`src/rtl/mem_port_arbiter_pkg.sv`:
```
// Shared types and defaults for the two-master memory port arbiter.
package mem_port_arbiter_pkg;

  localparam int unsigned DEF_ADDR_WIDTH   = 32;
  localparam int unsigned DEF_DATA_WIDTH   = 32;
  localparam int unsigned DEF_READ_LATENCY = 1;

  typedef enum logic [1:0] {
    ST_IDLE   = 2'd0,
    ST_ACCESS = 2'd1,
    ST_DONE   = 2'd2
  } arb_state_e;

  // Down-counter must hold READ_LATENCY; never narrower than one bit.
  function automatic int unsigned lat_cnt_width(input int unsigned read_latency);
    return (read_latency < 2) ? 1 : $clog2(read_latency + 1);
  endfunction

endpackage

```
`src/rtl/mem_arb_rr_pick.sv`:
```
// Round-robin pick between two requesters; a tie goes to the one not served last.
module mem_arb_rr_pick
  import mem_port_arbiter_pkg::*;
(
  input  logic req0_i,
  input  logic req1_i,
  input  logic last_grant_i,
  output logic grant_valid_o,
  output logic grant_o
);

  always_comb begin
    grant_valid_o = req0_i | req1_i;
    grant_o       = (req0_i & req1_i) ? ~last_grant_i : req1_i;
  end

endmodule

```
`src/rtl/mem_port_arbiter.sv`:
```
// Shares one word-memory port between two req/ack masters, one access in flight.
module mem_port_arbiter
  import mem_port_arbiter_pkg::*;
#(
  parameter int unsigned ADDR_WIDTH   = DEF_ADDR_WIDTH,
  parameter int unsigned DATA_WIDTH   = DEF_DATA_WIDTH,
  parameter int unsigned READ_LATENCY = DEF_READ_LATENCY
) (
  input  logic                  clk,
  input  logic                  rst,
  input  logic                  m0_req_i,
  input  logic [ADDR_WIDTH-1:0] m0_addr_i,
  input  logic                  m0_write_en_i,
  input  logic [DATA_WIDTH-1:0] m0_data_i,
  output logic                  m0_ack_o,
  output logic [DATA_WIDTH-1:0] m0_data_o,
  input  logic                  m1_req_i,
  input  logic [ADDR_WIDTH-1:0] m1_addr_i,
  input  logic                  m1_write_en_i,
  input  logic [DATA_WIDTH-1:0] m1_data_i,
  output logic                  m1_ack_o,
  output logic [DATA_WIDTH-1:0] m1_data_o,
  output logic [ADDR_WIDTH-1:0] mem_addr_o,
  output logic                  mem_write_en_o,
  output logic [DATA_WIDTH-1:0] mem_data_o,
  input  logic [DATA_WIDTH-1:0] mem_data_i
);

  localparam int unsigned       CNT_W       = lat_cnt_width(READ_LATENCY);
  localparam logic [CNT_W-1:0]  RD_CNT_INIT = CNT_W'(READ_LATENCY);

  arb_state_e            state_q, state_d;
  logic                  grant_q, grant_d;
  logic                  last_grant_q, last_grant_d;
  logic                  op_we_q, op_we_d;
  logic                  mem_we_q, mem_we_d;
  logic [CNT_W-1:0]      cnt_q, cnt_d;
  logic [ADDR_WIDTH-1:0] addr_q, addr_d;
  logic [DATA_WIDTH-1:0] wdata_q, wdata_d;
  logic [DATA_WIDTH-1:0] m0_rdata_q, m0_rdata_d;
  logic [DATA_WIDTH-1:0] m1_rdata_q, m1_rdata_d;
  logic                  pick_valid, pick_grant;
  logic                  sel_we;

  mem_arb_rr_pick u_pick (
    .req0_i        (m0_req_i),
    .req1_i        (m1_req_i),
    .last_grant_i  (last_grant_q),
    .grant_valid_o (pick_valid),
    .grant_o       (pick_grant)
  );

  assign sel_we = pick_grant ? m1_write_en_i : m0_write_en_i;

  always_comb begin
    state_d      = state_q;
    grant_d      = grant_q;
    last_grant_d = last_grant_q;
    op_we_d      = op_we_q;
    mem_we_d     = 1'b0;
    cnt_d        = cnt_q;
    addr_d       = addr_q;
    wdata_d      = wdata_q;
    m0_rdata_d   = m0_rdata_q;
    m1_rdata_d   = m1_rdata_q;
    unique case (state_q)
      ST_IDLE: begin
        if (pick_valid) begin
          state_d      = ST_ACCESS;
          grant_d      = pick_grant;
          last_grant_d = pick_grant;
          op_we_d      = sel_we;
          mem_we_d     = sel_we;
          addr_d       = pick_grant ? m1_addr_i : m0_addr_i;
          wdata_d      = pick_grant ? m1_data_i : m0_data_i;
          // Writes need one ACCESS cycle, reads READ_LATENCY+1.
          cnt_d        = sel_we ? '0 : RD_CNT_INIT;
        end
      end
      ST_ACCESS: begin
        if (cnt_q == '0) begin
          state_d = ST_DONE;
          if (!op_we_q) begin
            if (grant_q) m1_rdata_d = mem_data_i;
            else         m0_rdata_d = mem_data_i;
          end
        end else begin
          cnt_d = cnt_q - CNT_W'(1);
        end
      end
      ST_DONE: state_d = ST_IDLE;
      default: state_d = ST_IDLE;
    endcase
  end

  always_ff @(posedge clk or negedge rst) begin
    if (!rst) begin
      state_q      <= ST_IDLE;
      grant_q      <= 1'b0;
      last_grant_q <= 1'b1;
      op_we_q      <= 1'b0;
      mem_we_q     <= 1'b0;
      cnt_q        <= '0;
      addr_q       <= '0;
      wdata_q      <= '0;
      m0_rdata_q   <= '0;
      m1_rdata_q   <= '0;
    end else begin
      state_q      <= state_d;
      grant_q      <= grant_d;
      last_grant_q <= last_grant_d;
      op_we_q      <= op_we_d;
      mem_we_q     <= mem_we_d;
      cnt_q        <= cnt_d;
      addr_q       <= addr_d;
      wdata_q      <= wdata_d;
      m0_rdata_q   <= m0_rdata_d;
      m1_rdata_q   <= m1_rdata_d;
    end
  end

  assign m0_ack_o       = (state_q == ST_DONE) && !grant_q;
  assign m1_ack_o       = (state_q == ST_DONE) &&  grant_q;
  assign m0_data_o      = m0_rdata_q;
  assign m1_data_o      = m1_rdata_q;
  assign mem_addr_o     = addr_q;
  assign mem_write_en_o = mem_we_q;
  assign mem_data_o     = wdata_q;

endmodule

```
`config.mk`:
```
export PLATFORM = sky130hd
export DESIGN_NAME = mem_port_arbiter
export DESIGN_NICKNAME = d
export VERILOG_FILES = /design/src/rtl/mem_port_arbiter_pkg.sv /design/src/rtl/mem_arb_rr_pick.sv /design/src/rtl/mem_port_arbiter.sv
export SDC_FILE = /design/constraint.sdc
export NUM_CORES = 1
export LEC_CHECK = 0
export BUFFER_PORTS_ARGS = -buffer_cell sky130_fd_sc_hd__buf_2
export CAP_MARGIN = 0
export CORE_MARGIN = 2
export CORE_UTILIZATION = 41
export CTS_CLUSTER_DIAMETER = 150
export DETAILED_ROUTE_END_ITERATION = 6
export GPL_TIMING_DRIVEN = 0
export PLACE_DENSITY = 0.73
export SLEW_MARGIN = 20
export SYNTH_ARGS = -nofsm -noshare
export SYNTH_HDL_FRONTEND = slang
export SYNTH_SLANG_ARGS = --single-unit
```
`constraint.sdc`:
```
create_clock -name clk -period 2.4 [get_ports clk]
set_input_delay 0.48 -clock clk [delete_from_list [all_inputs] [get_ports clk]]
set_output_delay 0.48 -clock clk [all_outputs]
set_load 0.05 [all_outputs]
```
==> impl_metrics.env <==
export IMPL_run_status="finished, final reports clean"
export IMPL_timing_hold_violations_final=0
export IMPL_initial_core_util_pct=41.6
export IMPL_grt_max_degree=92
export IMPL_rsz0062_at_grt="false"
export IMPL_numClockSinks=135
export IMPL_min_delay_worst_endpoint="m0_data_o[5]$_DFFE_PN0P_"
export IMPL_synthesis_area_sq_um=5970
export IMPL_min_period_over_period_pct=85.8
export IMPL_timing_slew_headroom_pct=62.8
export IMPL_via_count_of_the_first_global_routing_pass=4695
export IMPL_number_of_clock_buffers_inserted_by_tritoncts=17
export IMPL_synth_main_ff_cell="dfrtp_1"
export IMPL_layoutNonFillerInstCount=883
export IMPL_holdCritStartpoint="mem_data_i[5]"
export IMPL_setup_viol=0
export IMPL_synth_most_common_cell="mux2_2"
export IMPL_synth_adder_area_share_pct=0
export IMPL_grt_pass1_wl_um=23400
export IMPL_report_final_slew_viol_count=0
export IMPL_fmaxAchievable_mhz=486
export IMPL_crit_required_ns=2.69
export IMPL_worstMarginPinSlew_ns=0.557
export IMPL_mappedNetlistNets=535
export IMPL_synth_edf_count=0
export IMPL_critical_path_slowest_cell="dfstp_2"
export IMPL_post_route_worst_setup_slack_ns=0.341
export IMPL_detail_route_wirelength_um=14400
export IMPL_cts_tree="built"
export IMPL_clock_transition_time_at_the_flip_flop_clock_pins_of_the_worst_setup_and_hold_paths_ns=0.06
export IMPL_htreeDepth=4
export IMPL_timing_hold_worst_class="input port to register"
export IMPL_final_core_utilization_pct=57.9
export IMPL_synth_largest_area_cell="dfrtp_1"
export IMPL_antenna_left=0
export IMPL_timing_clock_skew_ns=0.00627
export IMPL_arrival_ns=2.35
export IMPL_detailedRoute_firstPassIterationCount=4
export IMPL_synth_async_sr_flop_share_pct=100
export IMPL_regToRegSetupSlack_ns=0.34
export IMPL_worstReg2RegStart="last_grant_q$_DFFE_PN1P_"
export IMPL_grt_antenna_before_repair=0
export IMPL_area_of_the_die_sq_um=15500
export IMPL_viasPerCell=4.76
export IMPL_number_of_cells_traversed_by_the_worst_hold_path=2
export IMPL_cts_root_buf="clkbuf_16"
export IMPL_cap_viol_max_count=0
export IMPL_place_inst=850
export IMPL_start_kind="register"
export IMPL_drt_first_iter_violations=133
export IMPL_place_port_buffers=296
export IMPL_rr_worst_depth=5
export IMPL_num_antenna_cells=0
export IMPL_core_area_sq_um=14400
export IMPL_clock_latency_ns=0.41
export IMPL_drcViolationCount=0
export IMPL_synth_simple_area_share_pct=1.17
export IMPL_die_height_um=125
export IMPL_synth_ff_latch_count=135
export IMPL_worst_hold_slack_ns=0.306
export IMPL_finalCriticalPeriod_ns=2.06
export IMPL_pre_cts_ws_ns=0.181
export IMPL_yosysWarningCount=0
export IMPL_cts_root_to_sink_buffers=2
export IMPL_critical_path_class="register to register"
export IMPL_syn_avg_cell_area_sq_um=16.2
export IMPL_groute_usage_overall_pct=18.9
export IMPL_r2r_end="mem_data_o[15]$_DFFE_PN0P_"
export IMPL_via_count=4202
export IMPL_final_nets=852
export IMPL_wire_per_inst_um=16.3
export IMPL_dpl_hpwl_um=11100
export IMPL_globalRoute_totalOverflow=0
export IMPL_critical_path_fanout_max=10
export IMPL_postCtsResizedCells=0
export IMPL_synth_top_family_by_area="multiplexers"
export IMPL_place_gp_congestion=0.885
export IMPL_proportion_of_synthesized_area_in_mux_cells_pct=39.0
export IMPL_critical_path_max_stage_delay_ns=0.54
export IMPL_post_synth_top_area_fraction_pct=56.1
export IMPL_postCtsHoldBufs=1
export IMPL_ios=297
export IMPL_rows=44
export IMPL_cells_after_synth=369
export IMPL_synth_compound_area_share_pct=0.587
export IMPL_floorplan_die_width_um=125
export IMPL_post_synth_main_area_contributors="dfrtp_1 (56%), mux2_2 (31%), mux2_4 (7.5%)"
export IMPL_critical_path_cell_chain="a21bo_2 > buf_2 > buf_2 > mux2_2 > mux2_2"
export IMPL_post_synth_most_frequent_cells="mux2_2 (163), dfrtp_1 (134), mux2_4 (30)"
export IMPL_synth_seq_area_share_pct=56.6
export IMPL_postCtsSetupBuffers=0
export IMPL_synth_cell_types=22
export IMPL_crit_path_end_kind="register"
export IMPL_area_delta_synth_final_pct=39.4
export IMPL_drive_gt1_share_pct=77.4
export IMPL_synth_xor_xnor_area_share_pct=0
## stage by stage
step,setup TNS (ns),area (sq um)
2_1_floorplan,0,5970
3_3_place_gp,-119.98,7680
6_report,0,8320
4_1_cts,0,8320
5_1_grt,0,8320
3_5_place_dp,0,7720
## sequential cells by signal (all words and copies together), names as in the netlist
register	cells
op_we_q	1
last_grant_q	1
grant_q	1
state_q	2
mem_data_o	32
mem_addr_o	32
m1_data_o	32
m0_data_o	32
mem_write_en_o	1
cnt_q	1
## critical path, delay by kind of cell, from the launching register on
kind	cells	cell delay, ns
mux	2	0.64
buf+inv	2	0.61
compound gates	1	0.14
flops	1	0.54
## area by class of cell
cell class | count | area [sq um]
fill | 1171 | 6050
tap | 184 | 230
sequential | 135 | 3380
clock buffer | 20 | 447
inverter | 2 | 7.51
buffer | 21 | 151
timing repair buffer | 298 | 1530
clock inverter | 12 | 145
multi-input combinational | 211 | 2430
## worst max path at each step
stage	startpoint	endpoint	slack (ns)
floorplan	state_q[0]$_DFFE_PN0P_	m0_ack_o	0.33
global placement	rst	mem_addr_o[22]$_DFFE_PN0P_	-0.90
detailed placement	m1_req_i	mem_data_o[15]$_DFFE_PN0P_	0.18
CTS	last_grant_q$_DFFE_PN1P_	mem_data_o[15]$_DFFE_PN0P_	0.30
global route	last_grant_q$_DFFE_PN1P_	mem_data_o[14]$_DFFE_PN0P_	0.22
finish	last_grant_q$_DFFE_PN1P_	mem_data_o[15]$_DFFE_PN0P_	0.34
## layout by cell type, fill, tap and decap left out, types with 3 or more instances in the layout
cell	instances
buf_2	308
mux2_2	163
dfrtp_1	134
mux2_4	30
clkbuf_16	17
clkbuf_1	6
clkinv_4	6
nor2_1	3
buf_12	3
## cell families (layout without fill, tap and decap cells)
family	after synthesis	count (layout)
multiplexers	197	197
flip-flops	135	135
buffers and inverters	23	353
AND/OR/NAND/NOR	9	9
AO/OA/AOI/OAI	5	5
## routing by layer
layer	GRT usage (%)	routed length (um)	vias to the layer above
li1	-	-	1972
met3	5.63	1010	22
met5	0	0	-
met2	35.5	7730	177
met4	7.27	286	0
met1	19.8	5350	2031
Power is left out: the tool's default activity adds up to more than one toggle a clock period on the data nets, which glitch-free logic cannot reach.
